### src/rtl/rom_fetch_unit_if.sv
// Instruction stream between the ROM fetch unit and its consumer.
// No latency of its own; wires only.
// Backpressure: the consumer holds instr_ready low to stall the head word.
interface rom_fetch_unit_if #(
  parameter int ADDR_W = 5,
  parameter int DATA_W = 32
);
  logic              instr_valid;
  logic              instr_ready;
  logic [DATA_W-1:0] instr_data;
  logic [ADDR_W-1:0] instr_addr;

  // Producer side (the fetch unit)
  modport master (
    output instr_valid,
    output instr_data,
    output instr_addr,
    input  instr_ready
  );

  // Consumer side
  modport slave (
    input  instr_valid,
    input  instr_data,
    input  instr_addr,
    output instr_ready
  );
endinterface

### src/rtl/rom_fetch_unit.sv
// Sequencer in front of a synchronous-read ROM: issues addresses, buffers words in a 2-entry FIFO.
// Latency: issue at t, ROM data at t+1, instr_valid at t+2; a start pulse gives the first word 3 cycles later.
// Backpressure: issue stalls when the FIFO plus the in-flight read would exceed 2 entries; no word is ever lost.
module rom_fetch_unit #(
  parameter int ADDR_W    = 5,
  parameter int DATA_W    = 32,
  parameter int LAST_ADDR = 15,
  parameter int LOOP      = 0
) (
  input  logic              clk,
  input  logic              rst,
  input  logic              start,
  input  logic              redirect_valid,
  input  logic [ADDR_W-1:0] redirect_addr,
  output logic [ADDR_W-1:0] rom_addr,
  input  logic [DATA_W-1:0] rom_data,
  rom_fetch_unit_if.master  instr,
  output logic              busy,
  output logic              done
);

  localparam logic [ADDR_W-1:0] LAST = ADDR_W'(LAST_ADDR);

  typedef enum logic [1:0] {IDLE, FETCH, DRAIN} state_t;

  state_t            state, state_nxt;
  logic [ADDR_W-1:0] pc, pc_nxt;
  logic              pend;
  logic [ADDR_W-1:0] pend_addr;

  logic [DATA_W-1:0] fifo_data [2];
  logic [ADDR_W-1:0] fifo_addr [2];
  logic              rd_ptr, wr_ptr;
  logic [1:0]        occ;

  logic              redir, pop, push, issue;
  logic [2:0]        demand;

  // Out-of-range redirects are treated as if they never happened.
  assign redir  = redirect_valid && (redirect_addr <= LAST);
  assign pop    = instr.instr_valid && instr.instr_ready;
  // A redirect kills the read that is still in flight.
  assign push   = pend && !redir;
  // Slots the FIFO will need after this cycle's pop; issuing is safe while at most one is taken.
  assign demand = {1'b0, occ} + {2'b0, pend} - {2'b0, pop};
  assign issue  = (state == FETCH) && !redir && (demand <= 3'd1);

  // Next-state, next-pc and the done pulse; a valid redirect overrides everything.
  always_comb begin
    state_nxt = state;
    pc_nxt    = pc;
    done      = 1'b0;
    if (redir) begin
      state_nxt = FETCH;
      pc_nxt    = redirect_addr;
    end else begin
      case (state)
        IDLE: begin
          if (start) begin
            state_nxt = FETCH;
            pc_nxt    = '0;
          end
        end
        FETCH: begin
          if (issue) begin
            if (pc == LAST) begin
              if (LOOP != 0) pc_nxt = '0;
              else           state_nxt = DRAIN;
            end else begin
              pc_nxt = pc + ADDR_W'(1);
            end
          end
        end
        DRAIN: begin
          if (occ == 2'd0 && !pend) begin
            state_nxt = IDLE;
            done      = 1'b1;
          end
        end
        default: state_nxt = IDLE;
      endcase
    end
  end

  // State, pc and in-flight read tracking.
  always_ff @(posedge clk) begin
    if (rst) begin
      state     <= IDLE;
      pc        <= '0;
      pend      <= 1'b0;
      pend_addr <= '0;
    end else begin
      state <= state_nxt;
      pc    <= pc_nxt;
      pend  <= issue;
      if (issue) pend_addr <= pc;
    end
  end

  // Two-entry word buffer; push and pop may coincide at any occupancy.
  always_ff @(posedge clk) begin
    if (rst) begin
      rd_ptr <= 1'b0;
      wr_ptr <= 1'b0;
      occ    <= 2'd0;
      for (int i = 0; i < 2; i++) begin
        fifo_data[i] <= '0;
        fifo_addr[i] <= '0;
      end
    end else if (redir) begin
      rd_ptr <= 1'b0;
      wr_ptr <= 1'b0;
      occ    <= 2'd0;
    end else begin
      if (push) begin
        fifo_data[wr_ptr] <= rom_data;
        fifo_addr[wr_ptr] <= pend_addr;
        wr_ptr            <= ~wr_ptr;
      end
      if (pop) rd_ptr <= ~rd_ptr;
      occ <= occ + {1'b0, push} - {1'b0, pop};
    end
  end

  assign rom_addr          = pc;
  assign busy              = (state != IDLE);
  assign instr.instr_valid = (occ != 2'd0);
  assign instr.instr_data  = fifo_data[rd_ptr];
  assign instr.instr_addr  = fifo_addr[rd_ptr];

endmodule

### src/flat_wrapper.sv
// flat-port wrapper written by rule: the top's interface ports become plain ports
module rom_fetch_unit_flat 
#(
  parameter int ADDR_W    = 5,
  parameter int DATA_W    = 32,
  parameter int LAST_ADDR = 15,
  parameter int LOOP      = 0
)
  (clk, rst, start, redirect_valid, redirect_addr, rom_addr, rom_data, busy, done, instr_instr_valid, instr_instr_data, instr_instr_addr, instr_instr_ready);
  rom_fetch_unit_if #(.ADDR_W(ADDR_W), .DATA_W(DATA_W)) instr_i ();
  input  logic clk;
  input  logic rst;
  input  logic start;
  input  logic redirect_valid;
  input  logic [ADDR_W-1:0] redirect_addr;
  output logic [ADDR_W-1:0] rom_addr;
  input  logic [DATA_W-1:0] rom_data;
  output logic busy;
  output logic done;
  output wire logic [$bits(instr_i.instr_valid)-1:0] instr_instr_valid;
  output wire logic [$bits(instr_i.instr_data)-1:0] instr_instr_data;
  output wire logic [$bits(instr_i.instr_addr)-1:0] instr_instr_addr;
  input wire logic [$bits(instr_i.instr_ready)-1:0] instr_instr_ready;
  assign instr_instr_valid = instr_i.instr_valid;
  assign instr_instr_data = instr_i.instr_data;
  assign instr_instr_addr = instr_i.instr_addr;
  assign instr_i.instr_ready = instr_instr_ready;
  rom_fetch_unit #(.ADDR_W(ADDR_W), .DATA_W(DATA_W), .LAST_ADDR(LAST_ADDR), .LOOP(LOOP)) u_core (.clk(clk), .rst(rst), .start(start), .redirect_valid(redirect_valid), .redirect_addr(redirect_addr), .rom_addr(rom_addr), .rom_data(rom_data), .instr(instr_i), .busy(busy), .done(done));
endmodule
### config.mk
export PLATFORM = sky130hd
export DESIGN_NAME = rom_fetch_unit_flat
export DESIGN_NICKNAME = d
export VERILOG_FILES = /design/src/rtl/rom_fetch_unit_if.sv /design/src/rtl/rom_fetch_unit.sv /design/src/flat_wrapper.sv
export SDC_FILE = /design/constraint.sdc
export NUM_CORES = 1
export LEC_CHECK = 0
export ABC_CLOCK_PERIOD_IN_PS = 3000
export BUFFER_PORTS_ARGS = -buffer_cell sky130_fd_sc_hd__buf_2
export CORE_ASPECT_RATIO = 1.5
export CORE_UTILIZATION = 51
export CTS_CLUSTER_SIZE = 25
export DETAILED_ROUTE_END_ITERATION = 6
export GPL_TIMING_DRIVEN = 0
export PLACE_DENSITY = 0.75
export SETUP_SLACK_MARGIN = 0.5
export SLEW_MARGIN = 20
export SYNTH_ARGS = -nofsm -noshare
export SYNTH_HDL_FRONTEND = slang
export SYNTH_SLANG_ARGS = --single-unit
### constraint.sdc
create_clock -name clk -period 3 [get_ports clk]
set_input_delay 0.15 -clock clk [delete_from_list [all_inputs] [get_ports clk]]
set_output_delay 0.15 -clock clk [all_outputs]
set_load 0.01 [all_outputs]
-- Word level (Yosys, flattened, before mapping)
Memory sizes are Yosys's and may differ from the RTL's. A register that Yosys moved wholly into a read port is not among the register bits.
Index checks and enable logic that the tools add are counted.
- reduce and logical (&&, ||, !) cells: 19
- $lt $le $gt $ge: 2
- bitwise logic cells: 2
- eq/ne operators: 12
- add/sub/neg operators: 5
- muxes and demuxes: 30
- operators with widths (operator ; number):
    two-way mux 32 bit ; 1
    OR reduction 32 bit ; 1
    two-way mux 5 bit ; 5
    two-way mux 1 bit ; 18
    AND reduction 4 bit ; 3
    one-hot mux 5 bit (2 select lines) ; 1
    != test 3 x 2 -> 1 bit, second input constant ; 3
    two-way mux 2 bit ; 4
    logical AND 1 bit ; 6
    != test 3 x 1 -> 1 bit, second input constant ; 2
    one-hot mux 2 bit (3 select lines) ; 1
    adder 5 x 1 -> 5 bit, second input constant ; 1
    equality test 5 x 4 -> 1 bit, second input constant ; 1
    less-or-equal comparator 5 x 4 -> 1 bit, second input constant ; 1
    OR reduction 5 bit ; 1
    zero test 2 bit ; 2
    != test 2 x 1 -> 1 bit, second input constant ; 2
    != test 2 bit, second input constant ; 2
    nonzero test 2 bit ; 2
    adder 2 x 1 -> 3 bit ; 1
    less-or-equal comparator 3 x 1 -> 1 bit, second input constant ; 1
    nonzero test 3 bit ; 1
    subtractor 3 x 1 -> 3 bit ; 1
    adder 2 x 1 -> 2 bit ; 1
    other kinds (6) ; 8
- memory bits (writable): 74
- output and inout bits: 45
- register bits after elaboration: 17
- memories: 2
- word-level logic and storage cells: 80
- input port bits: 42
- memory list (memory ; words ; bits a word ; read ports ; clocked after Yosys merged registers in ; write ports ; line ; RTL):
    u_core.fifo_data ; 2 ; 32 ; 1 ; 1 ; 2 ; rom_fetch_unit.sv:31 ; logic [DATA_W-1:0] fifo_data [2];
    u_core.fifo_addr ; 2 ; 5 ; 1 ; 1 ; 2 ; rom_fetch_unit.sv:32 ; logic [ADDR_W-1:0] fifo_addr [2];

-- Logic depth before layout (Yosys ltp)
- word-level depth: 10
- mapped depth: 10

-- Worst setup path after synthesis
No wires, ideal clock.
- kind: reg-to-reg
- start point: register u_core.pend
- end point: memory u_core.fifo_addr[0][0] (enable)
- data arrival time: 2.255 ns
- setup slack: 0.306 ns
- data required time: 2.561 ns
- buffers on the path: 0
- stages on the path, launching flop included: 3
- library setup time: 0.439 ns
- clock period less this slack: 2.694 ns
- path through: dfxtp_1 > nand2_1 > o21bai_1
- RTL lines (what ; line ; RTL):
    from (decl) ; rom_fetch_unit.sv:28 ; logic pend;
    from (signal assigned) ; rom_fetch_unit.sv:95 ; pend <= issue;
    to (decl) ; rom_fetch_unit.sv:32 ;

-- Final worst setup path
- start point: register u_core.occ[1]
- end point: register u_core.pc[1], in the netlist u_core.rom_addr[1]
- word-level cells in the longest chain between the ends: 7
- ends and longest elaborated chain (what ; line ; RTL):
    from (decl) ; rom_fetch_unit.sv:34 ; logic [1:0] occ;
    from (signal assigned) ; rom_fetch_unit.sv:121 ; occ <= occ + {1'b0, push} - {1'b0, pop};
    parallel branches: the longest is 2 deep, another holds adder 2 x 1 -> 3 bit ; n/a ;
    subtractor 3 x 1 -> 3 bit * ; rom_fetch_unit.sv:45 ; assign demand = {1'b0, occ} + {2'b0, pend} - {2'b0, pop};
    less-or-equal comparator 3 x 1 -> 1 bit * ; rom_fetch_unit.sv:46 ; assign issue = (state == FETCH) && !redir && (demand <= 3'd1);
    logical AND 1 bit * ; rom_fetch_unit.sv:46 ;
    != test 3 x 1 -> 1 bit (no source line) * ; n/a ;
    AND reduction 4 bit (no source line) * ; n/a ;
    to (signal assigned) ; rom_fetch_unit.sv:94 ; pc <= pc_nxt;
    to (decl) ; rom_fetch_unit.sv:27 ; logic [ADDR_W-1:0] pc, pc_nxt;
Mark *: on every way between the ends.
A chain may end at the register's enable or synchronous reset.

==> results.ini <==
[critical_path]
crit_buf_inv=1
worstReg2RegStart=u_core.occ[1]$_SDFF_PP0_
criticalPathCategory=reg -> reg
worstPathRequired_ps=3240
cp_max_fo=3
reg2reg_depth=10
worstSetupStartpointType=register
r2r_end=u_core.rom_addr[1]$_SDFFE_PP0P_
cpPeakStageDelay_ps=550
crit_family=simple AND/OR/NAND/NOR gates
cp-end-kind=register
cpMaxStageDelayCell=fa_2
cp-startpoint=u_core.occ[1]$_SDFF_PP0_
reg2reg_slack_ps=500
crit_arrival_ps=2730
crit_end=u_core.rom_addr[1]$_SDFFE_PP0P_
cp_cell_sequence=or2_4 -> nand2_4 -> xnor2_2 -> ha_2 -> inv_2 -> fa_2 -> and4bb_1 -> a21oi_4 -> and2_4 -> a2111oi_4
path_depth=10

[routing]
finalWirelength_mm=8.28
drt_iter0_drc=152
ant_nets=0
wl_per_cell_um=15.9
viasPerCell=5.10
vias=2657
first_pass_iters=4
post-route-drc-count=0

[floorplanning]
dieHeight_um=113
die_x_um=76.2
coreArea_um2=8010
die_area_um2=8630
num_rows=40
initial_utilization_pct=52.6
io_pins=87

[synth]
synth_adder_area_share_pct=1.66
ys.flop_type=edfxtp_1
synth-compound-area-share_pct=2.62
netlist_area_um2=4210
syn_area_per_cell_um2=13.6
ys_warn_count=0
yosysTopAreaCell=edfxtp_1
ys_seq_area_share_pct=61.4
synth-simple-area-share_pct=18.8
synthTopCellsByArea=edfxtp_1 (53%), and2_1 (11%), mux2_2 (10%)
ys_ff_latch=92
yosysTopAreaCellShare_pct=52.8
synth_top_family_by_area=simple AND/OR/NAND/NOR gates
synthArstFlopShare_pct=0
syn_nets=356
synth_edf_count=74
synthCells=309
synthDistinctLibCells=49
yosys.area_share.xor_xnor_pct=1.43
synthMuxAreaShare_pct=11.4

[power]
leakagePower_nw=2.21
p_per_area_nw_per_um2=546
peakVddDrop_uv=319

[clock_network]
clock_sinks=92
cts_buffers=9
cts_tree=built
cts_root_buf=clkbuf_16
clock_latency_ps=340
htreeDepth=3
clockBufferDepth=2
clkTransAtPathRegs_ps=60

[cells_and_area]
seq_area_um2=2590
final_layout_size_suffix_gt1_share_pct=42.5
stdcell_count=521
synthToLayoutAreaGrowth_pct=22.9
fillers=647
nNetsFinal=458
antenna_cells=0
multi_input_area_um2=1580

[timing]
skew_ps=4.66
fmax_mhz=401
tightestPinTransition_ps=932
hold_viol=0
fin_crit_sh_pct=83.2
relSlewSlack_pct=37.9
setup_viol=0
final_max_slew_viol_count=0
fin_crit_ps=2500
rsz0062_at_grt=yes
setup_tns_ps=0

[grt]
gr-total-overflow=0
antenna_found_initial=0
grt_pass1_vias=2697
grt_start_max_net_pins=38
grt_use_total_pct=20.8
grt_pass1_wl_mm=13.4

[placement]
port_buffers=86
dp.cells=501
gp_congestion=0.802
dp_hpwl_mm=5.60

[outcome]
status=finished, final reports clean

[flow_run]
drv_cap=0

[worst_hold_path]
worstHoldPathType=in -> reg

flip-flops by register name (all words and copies together) (netlist names), 2 cells and up, named ones only:
signal	flops
u_core.fifo_addr	10
u_core.fifo_data	64
u_core.occ	2
u_core.pend_addr	5
u_core.rom_addr	5
u_core.state	2
cells in the final DEF, fill, tap and decap left out, drive strengths merged, types with 4 or more instances in the layout:
cell	n
nand2	9
buf	103
dfxtp	18
edfxtp	74
ha	4
nor2	13
and2	76
clkbuf	16
mux2i	5
inv	6
mux2	38
a21oi	4
cell type report:
cell class              count  area share, %
flip-flops and latches     92           50.0
multi-input cells         197           30.4
repair buffers             91           9.19
clock buffers              14           4.91
well taps                 105           2.54
plain buffers              14           1.81
clock inverters             2          0.677
inverters                   6          0.435
metrics by stage:
| stage | hold slack [ps] | setup WS (ps) | area, µm² | total power [mW] | utilization, % |
|---|---|---|---|---|---|
| after floorplan | 219 | 523 | 4220 | 1.63 | - |
| after global placement | 427 | 396 | 4780 | 1.72 | 59.7 |
| after detailed placement | 423 | 297 | 4800 | 1.73 | 60.0 |
| after CTS | 70.6 | 507 | 5160 | 2.83 | 64.5 |
| after global routing | 71.6 | 421 | 5170 | 2.92 | 64.6 |
| final | 82.8 | 505 | 5170 | 2.83 | 64.6 |
tightest hold or removal path: cells and delay by family:
family	cells	cell delay [ps]
buffers and inverters	1	80
and+or+nand+nor	2	140
routing by layer:
layer	part of all wire, %	GRT usage, %
met3	4.3	5.00
met4	1.8	9.87
met2	56	39.5
met1	38	21.4
met5	0	0
cell usage after synthesis (2+ instances only):
cell	number
and2_1	75
edfxtp_1	74
mux2_2	38
dfxtp_1	18
nor2_1	12
nand2_1	9
buf_2	6
inv_1	6
mux2i_1	5
ha_1	4
a21oi_1	3
buf_4	3
buf_6	3
nand3_1	3
o21ai_0	3
or2_2	3
xor2_1	3
and3_1	2
clkbuf_1	2
nand2b_1	2
nor2b_1	2
nor3_1	2
nor4_1	2
nor4b_1	2
o22ai_1	2
xnor2_1	2
cell families after synthesis:
| family | Yosys count |
|---|---|
| AO/OA/AOI/OAI | 16 |
| XOR/XNOR | 6 |
| adder cells (fa/ha/maj) | 5 |
| buffers and inverters | 20 |
| flip-flops | 92 |
| multiplexers | 43 |
| AND/OR/NAND/NOR | 127 |
how the worst min path moves through the flow:
| stage | to | start | cells past startpoint |
|---|---|---|---|
| after floorplan | u_core.rom_addr[1]$_SDFFE_PP0P_ | rst | 1 |
| after global placement | u_core.rom_addr[0]$_SDFFE_PP0P_ | redirect_addr[0] | 3 |
| after detailed placement | u_core.rom_addr[0]$_SDFFE_PP0P_ | redirect_addr[0] | 3 |
| after CTS | u_core.rom_addr[0]$_SDFFE_PP0P_ | redirect_addr[0] | 3 |
| after global routing | u_core.rom_addr[0]$_SDFFE_PP0P_ | redirect_addr[0] | 3 |
| final | u_core.rom_addr[0]$_SDFFE_PP0P_ | redirect_addr[0] | 3 |
what timing repair did:
item	4_1_cts	5_1_grt
pin swaps	5	3
resized for setup	9	3
endpoints found under the setup margin	12	10
buffers inserted	4	0
hold buffers	0	0
power breakdown:
| part | leakage [nW] | internal (mW) | switching [mW] |
|---|---|---|---|
| logic | 1.15 | 0.122 | 0.141 |
| clock network | 0.141 | 0.668 | 0.439 |
| registers | 0.917 | 1.43 | 0.0227 |
| total | 2.21 | 2.22 | 0.603 |
Power figures use the tool's default switching activity.
